`config.mk`:
```
export PLATFORM = sky130hd
export DESIGN_NAME = data_ram_arbiter
export DESIGN_NICKNAME = d
export VERILOG_FILES = /design/src/rtl/definitions_pkg.sv /design/src/rtl/rr_arbiter.sv /design/src/rtl/data_ram_arbiter.sv
export SDC_FILE = /design/constraint.sdc
export NUM_CORES = 1
export LEC_CHECK = 0
export CAP_MARGIN = 5
export CORE_ASPECT_RATIO = 0.8
export CORE_MARGIN = 1
export CORE_UTILIZATION = 35
export DETAILED_ROUTE_END_ITERATION = 7
export GPL_TIMING_DRIVEN = 0
export MAX_ROUTING_LAYER = met4
export PLACE_DENSITY = 0.74
export SYNTH_ARGS = -nofsm -noshare
export SYNTH_HDL_FRONTEND = slang
export SYNTH_SLANG_ARGS = --single-unit
```
`constraint.sdc`:
```
create_clock -name clk_i -period 2.4 [get_ports clk_i]
set_input_delay 0.48 -clock clk_i [delete_from_list [all_inputs] [get_ports clk_i]]
set_output_delay 0.48 -clock clk_i [all_outputs]
set_load 0.005 [all_outputs]
```
`src/rtl/definitions_pkg.sv`:
```
// definitions_pkg: shared word types, data RAM geometry and arbiter FSM encoding
package definitions_pkg;

    typedef logic [31:0]        word_ut;
    typedef logic signed [31:0] word_st;

    localparam int DATA_SIZE = 1024;
    localparam int N_PORTS   = 2;
    localparam int PORT_W    = 1;
    localparam int BE_W      = 4;

    typedef enum logic [1:0] {
        IDLE,
        READ,
        MERGE,
        WRITE
    } arb_state_e;

    // Byte-lane merge: enabled lanes take the new data, the rest keep the RAM word
    function automatic word_st merge_lanes(input logic [BE_W-1:0] be, input word_st wd, input word_st rd);
        word_st m;
        for (int k = 0; k < BE_W; k++) m[8*k +: 8] = be[k] ? wd[8*k +: 8] : rd[8*k +: 8];
        return m;
    endfunction

endpackage

```
`src/rtl/rr_arbiter.sv`:
```
// rr_arbiter: two-port round-robin pick, priority port first, one-hot grant
module rr_arbiter
    import definitions_pkg::*;
(
    input  logic [N_PORTS-1:0] req,
    input  logic [PORT_W-1:0]  prio,
    output logic [N_PORTS-1:0] gnt
);

    logic [PORT_W-1:0] other;

    assign other = ~prio;

    // priority port wins if requesting, otherwise the other port if it requests
    always_comb begin
        gnt = req[prio] ? N_PORTS'(1) << prio : req[other] ? N_PORTS'(1) << other : '0;
    end

endmodule

```
`src/rtl/data_ram_arbiter.sv`:
```
// data_ram_arbiter: shares the data RAM between LSU and debug/DMA, with read-modify-write for partial stores
module data_ram_arbiter
    import definitions_pkg::*;
#(
    parameter int RESET_PRIO = 0
) (
    input  logic                          clk_i,
    input  logic                          rst_ni,
    input  logic [N_PORTS-1:0]            req_i,
    input  logic [N_PORTS-1:0]            we_i,
    input  word_ut [N_PORTS-1:0]          addr_i,
    input  word_st [N_PORTS-1:0]          wdata_i,
    input  logic [N_PORTS-1:0][BE_W-1:0]  be_i,
    output logic [N_PORTS-1:0]            gnt_o,
    output logic [N_PORTS-1:0]            rvalid_o,
    output logic [N_PORTS-1:0]            err_o,
    output word_st                        rdata_o,
    output logic                          ram_we_o,
    output word_ut                        ram_a_o,
    output word_st                        ram_wd_o,
    input  word_st                        ram_rd_i
);

    arb_state_e        state_q, state_d;
    logic [PORT_W-1:0] prio_q, sel, port_q;
    logic [N_PORTS-1:0] arb_gnt;
    logic              accept, acc_err, we_q, err_q;
    word_ut            addr_q;
    word_st            wdata_q, merge_q;
    logic [BE_W-1:0]   be_q;

    rr_arbiter u_rr (
        .req  (req_i),
        .prio (prio_q),
        .gnt  (arb_gnt)
    );

    assign sel     = arb_gnt[N_PORTS-1];
    assign accept  = |gnt_o;
    assign acc_err = addr_i[sel] >= word_ut'(DATA_SIZE - 3);

    // state register; reset aborts any transaction in flight
    always_ff @(posedge clk_i or negedge rst_ni) begin
        if (!rst_ni) state_q <= IDLE;
        else         state_q <= state_d;
    end

    // out-of-range and full/empty-lane writes skip the read-modify-write step
    always_comb begin
        state_d = state_q;
        unique case (state_q)
            IDLE:    if (accept) state_d = !we_i[sel] ? READ :
                                           (acc_err || be_i[sel] == '0 || &be_i[sel]) ? WRITE : MERGE;
            READ:    state_d = IDLE;
            MERGE:   state_d = WRITE;
            WRITE:   state_d = IDLE;
            default: state_d = IDLE;
        endcase
    end

    // latch the accepted request, rotate priority, capture merged word
    always_ff @(posedge clk_i or negedge rst_ni) begin
        if (!rst_ni) begin
            prio_q  <= PORT_W'(RESET_PRIO);
            port_q  <= '0;
            we_q    <= 1'b0;
            addr_q  <= '0;
            wdata_q <= '0;
            be_q    <= '0;
            err_q   <= 1'b0;
            merge_q <= '0;
        end else begin
            if (accept) begin
                prio_q  <= ~sel;
                port_q  <= sel;
                we_q    <= we_i[sel];
                addr_q  <= {addr_i[sel][31:2], 2'b00};
                wdata_q <= wdata_i[sel];
                be_q    <= be_i[sel];
                err_q   <= acc_err;
            end
            if (state_q == MERGE) merge_q <= merge_lanes(be_q, wdata_q, ram_rd_i);
        end
    end

    // outputs decoded from state; everything idles at zero, including during reset
    always_comb begin
        gnt_o    = (rst_ni && state_q == IDLE) ? arb_gnt : '0;
        ram_we_o = state_q == WRITE && we_q && !err_q && be_q != '0;
        ram_a_o  = (state_q != IDLE && !err_q) ? addr_q : '0;
        ram_wd_o = !ram_we_o ? '0 : &be_q ? wdata_q : merge_q;
        rdata_o  = (state_q == READ && !err_q) ? ram_rd_i : '0;
        rvalid_o = (state_q == READ || state_q == WRITE) ? N_PORTS'(1) << port_q : '0;
        err_o    = err_q ? rvalid_o : '0;
    end

endmodule
```
# Word level (Yosys, flattened, before mapping)
# Cells that the tools add are included.
# word_totals
regBits,104
inputBits,174
elab_cells,69
# classes
magnitude_cmp,4
n_eq_ne,4
shift,3
n_mux,29
n_bitwise,2
reduce_logical,18
# ops
cell,count
$mux 32,8
$ge 32x10->1 const B,1
$mux 8,4
$mux 2,7
$mux 4,2
$reduce_and 4->1,2
$mux 1,7
$logic_and 1x1->1,6
$lt 1x2->1 const B,3
$pmux 2 s3,1
$shl 1x1->2 const A,3
$eq 2x2->1 const B,2
$logic_not 4->1,1
$reduce_bool 4->1,1
$reduce_or 2->1,2
$logic_or 1x1->1,3
$eq 2x1->1 const B,1
$logic_not 2->1,1
$ne 2x2->1 const B,1
$not 1->1,2
$reduce_bool 2->1,1
$logic_not 1->1,1

# Depth between registers and ports, before layout
# logic_depth
word_depth,14
depth_mapped,8
depth_no_buf,5

# Modules after synthesis
# Synthesis repeated with hierarchy kept, for this count alone.
# unflattened
cells_unflattened,654
area_unflattened_um2,5826.8
# modules_own_cells
mod,instances,cells_each,area_each_um2,seq_area_each_um2
data_ram_arbiter,1,651,5808.1,2602.5
rr_arbiter,1,3,18.8,0.0

# Worst setup path after synthesis
# Ideal clock, no wire load.
# synth_path
path_kind,input -> output
from,input rst_ni
to,output gnt_o[1]
t_arrival_ns,1.513
required_time_ns,1.920
path_slack_ns,0.407
cell_stages,4
cell_sequence,or3b_1 -> buf_2 -> nor3_2 -> buf_2
# synth_between
elab_chain_cells,2
# synth_rtl
item,line,source
"start, declared",data_ram_arbiter.sv:8,"input logic rst_ni,"
$logic_and 1x1->1,data_ram_arbiter.sv:88,gnt_o = (rst_ni && state_q == IDLE) ? arb_gnt : '0;
$mux 2,data_ram_arbiter.sv:88,
"end, declared",data_ram_arbiter.sv:14,"output logic [N_PORTS-1:0] gnt_o,"
# Every way passes these cells.

# Final worst setup path
# layout_path
from,register err_q
to,output ram_wd_o[2]
# layout_between
elab_chain_cells,4
# layout_rtl
item,line,source
"start, declared",data_ram_arbiter.sv:27,"logic accept, acc_err, we_q, err_q;"
"start signal, assigned",data_ram_arbiter.sv:80,err_q <= acc_err;
$logic_not 1->1,data_ram_arbiter.sv:89,ram_we_o = state_q == WRITE && we_q && !err_q && be_q != '0;
$logic_and 1x1->1 (2 in series),data_ram_arbiter.sv:89,
$mux 32,data_ram_arbiter.sv:91,ram_wd_o = !ram_we_o ? '0 : &be_q ? wdata_q : merge_q;
"end, declared",data_ram_arbiter.sv:20,"output word_st ram_wd_o,"
# Every way passes these cells.

==> impl_metrics.toml <==
[power]
pwr-share-clk_pct = 19.7
p_per_area_nw_per_um2 = 749
p_comb_share_pct = 38.7
p_leak_uw = 0.00530
p_sw_uw = 2720
p_sw_share_pct = 36.7
vdd_drop_max_uv = 341
seqPwrFrac_pct = 41.6
intPower_uw = 4710

[grt]
antenna_found_initial = 0
grt-ovfl-total = 0
grt_first_pass_wirelength_um = 33500
grt_util_all_layers_pct = 26.9
grt_max_degree = 30
grt_pass1_vias = 6050

[placed_design]
gp_congestion = 0.871
dp_slack_ns = -1.70
dp_hpwl_um = 15800
port_buffers = 274
place_area_um2 = 8810

[setup_path]
critical_path_class = "register to output pin"
start_kind = "register"
cp_max_fo = 10
worstSetupEndpointType = "output pin"
crit_arrival_ns = 2.07
worstPathRequired_ns = 1.92

[synth]
ys_ff_latch = 104
synth_area_leader_cell = "dfrtp_1"
netlist_area_um2 = 5770
syn_inst = 680
yosysSeqAreaShare_pct = 45.1
synth_cell_types = 32
synth_warnings = 0
synth_top_cell_area_share_pct = 45.1
synthTopCellsByArea = "dfrtp_1 (45%), nand2_1 (13%), mux2i_1 (12%)"
synth.avg_cell_area_um2 = 8.49

[timing]
fin_crit_ns = 2.55
setup_viol = 7
max_freq_ghz = 0.393
final-max-slew-violation-count = 0
timing.final.hold_violations = 0
slew_headroom_pct = 52.2
fin_skew_ns = 0.00512
finalCritPeriodShare_pct = 106
rsz0062_at_grt = "yes"
tightest_slew_ns = 0.715
fin_ws_ns = -0.147
hold_ws_ns = 0.0484

[routing]
drt_first_pass_iters = 4
ant_nets = 0
drc_errors = 0
wirelength_um = 22000
num_vias = 6093
wire_per_inst_um = 18.0
vias_per_cell = 4.99
drtIter0Drc = 284

[cells_and_area]
mostFrequentLayoutCell = "nand2_1"
final_cell_mix = "nand2_1 (196), clkdlybuf4s50_1 (177), dfrtp_1 (102), mux2i_1 (70), and2_1 (62)"
register_area_um2 = 2610
fillCellCount = 1401
drive_above_1_share_pct = 13.8
post-route-util_pct = 62.2
nNetsFinal = 1175
finish.instance_area_um2 = 9920
multi_input_area_um2 = 3040
diodes = 0
area_growth_pct = 71.9

[clock_tree]
clkTransAtPathRegs_ns = 0.07
clock-sinks = 104
clock_latency_ns = 0.35
cts-root-buf = "clkbuf_16"
h-tree-depth = 3
cts_buffer_depth = 2
cts_tree = "yes"
numCtsBuffers = 9

[floorplanning]
die_height_um = 117
coreArea_um2 = 16000
ios = 277
dieArea_um2 = 17000
start_util_pct = 36.2
num_rows = 41
dieWidth_um = 146

[job]
maxCapViolCount = 0

[outcome]
violations = "negative setup slack"
outcome = "complete, but fails checks"

[min_path]
hp-class = "primary input to async pin"
-- stage by stage --
step | TNS [ns] | power, µW | std cells
after global placement | -670.07 | 5610 | 1170
after floorplan | 0 | 4660 | 681
final | -0.293 | 7430 | 1220
after CTS | -1.71 | 7420 | 1208
after detailed placement | -109.71 | 5720 | 1171
after global routing | -0.792 | 8010 | 1220
-- registers in the layout, indices dropped and copies added, names as in the netlist --
name,count
addr_q,30
err_q,1
wdata_q,32
merge_q,32
port_q,1
prio_q,1
state_q,2
we_q,1
be_q,4
-- critical path: stages, from the launching register on --
cell             delay, ns
dfrtp_1               0.38
nand2b_4              0.14
or3_4                 0.42
buf_8                 0.16
a21oi_2               0.10
clkdlybuf4s50_1       0.50
-- repair_timing --
action                                  CTS  global route
gates cloned                              5             2
endpoints found under the setup margin  167           118
buffers inserted                         18            11
gates resized for setup                 169           104
hold endpoints to repair                 13             0
hold buffers                              1             0
pin swaps                                 6             4
-- logic make-up after synthesis --
kind of cell	count (synthesis)	synth area share, %
AND/OR/NAND/NOR	308	24.4
AO/OA/AOI/OAI	140	13.8
flip-flops	104	45.1
multiplexers	71	12.3
other	1	0.0649
buffers and inverters	56	4.25
-- Yosys cell counts, drive strengths merged --
master	count
nand2	196
dfrtp	104
o21ai	72
mux2i	70
and2	63
a21oi	34
a22oi	31
clkbuf	30
buf	22
nor2	13
nor4	10
nand4	9
nor3	5
inv	4
or4	3
nand2b	2
nand3	2
nor2b	2
a211oi	1
and4	1
conb	1
mux2	1
o211a	1
o22ai	1
or3	1
or3b	1
-- worst paths after layout --
kind,startpoint,endpoint,cells past startpoint,slack [ns]
setup / recovery,err_q,ram_wd_o[2],5,-0.15
hold / removal,rst_ni,addr_q[15],2,0.05
setup reg to reg,state_q[1],addr_q[30],10,0.10
hold reg to reg,addr_q[15],addr_q[15],2,0.47
max in group asynchronous,rst_ni,wdata_q[5],2,1.20
min in group clk_i,addr_q[15],addr_q[15],2,0.47
-- per-layer routing --
metal	track usage [%]	routed length, µm	vias to the layer above
met4	6.39	229	0
met3	4.61	1270	21
li1	-	-	2954
met2	43.3	10400	228
met1	35.7	10100	2890
met5	-	0	-
-- final cells by class --
type	instances	area share, %
repair buffers	311	32.8
plain buffers	50	4.63
clock inverters	6	0.618
well taps	215	2.71
multi-input cells	521	30.6
inverters	4	0.151
clock buffers	9	2.27
flip-flops and latches	104	26.2
-- power groups by stage --
stage	Clock, µW	Sequential [µW]	Combinational, µW
2_1_floorplan	0	2970	1690
3_3_place_gp	0	3070	2540
3_5_place_dp	0	3100	2620
4_1_cts	1490	3080	2840
5_1_grt	1570	3210	3230
6_report	1460	3090	2870
No activity file was read; power rests on OpenSTA's default activity.
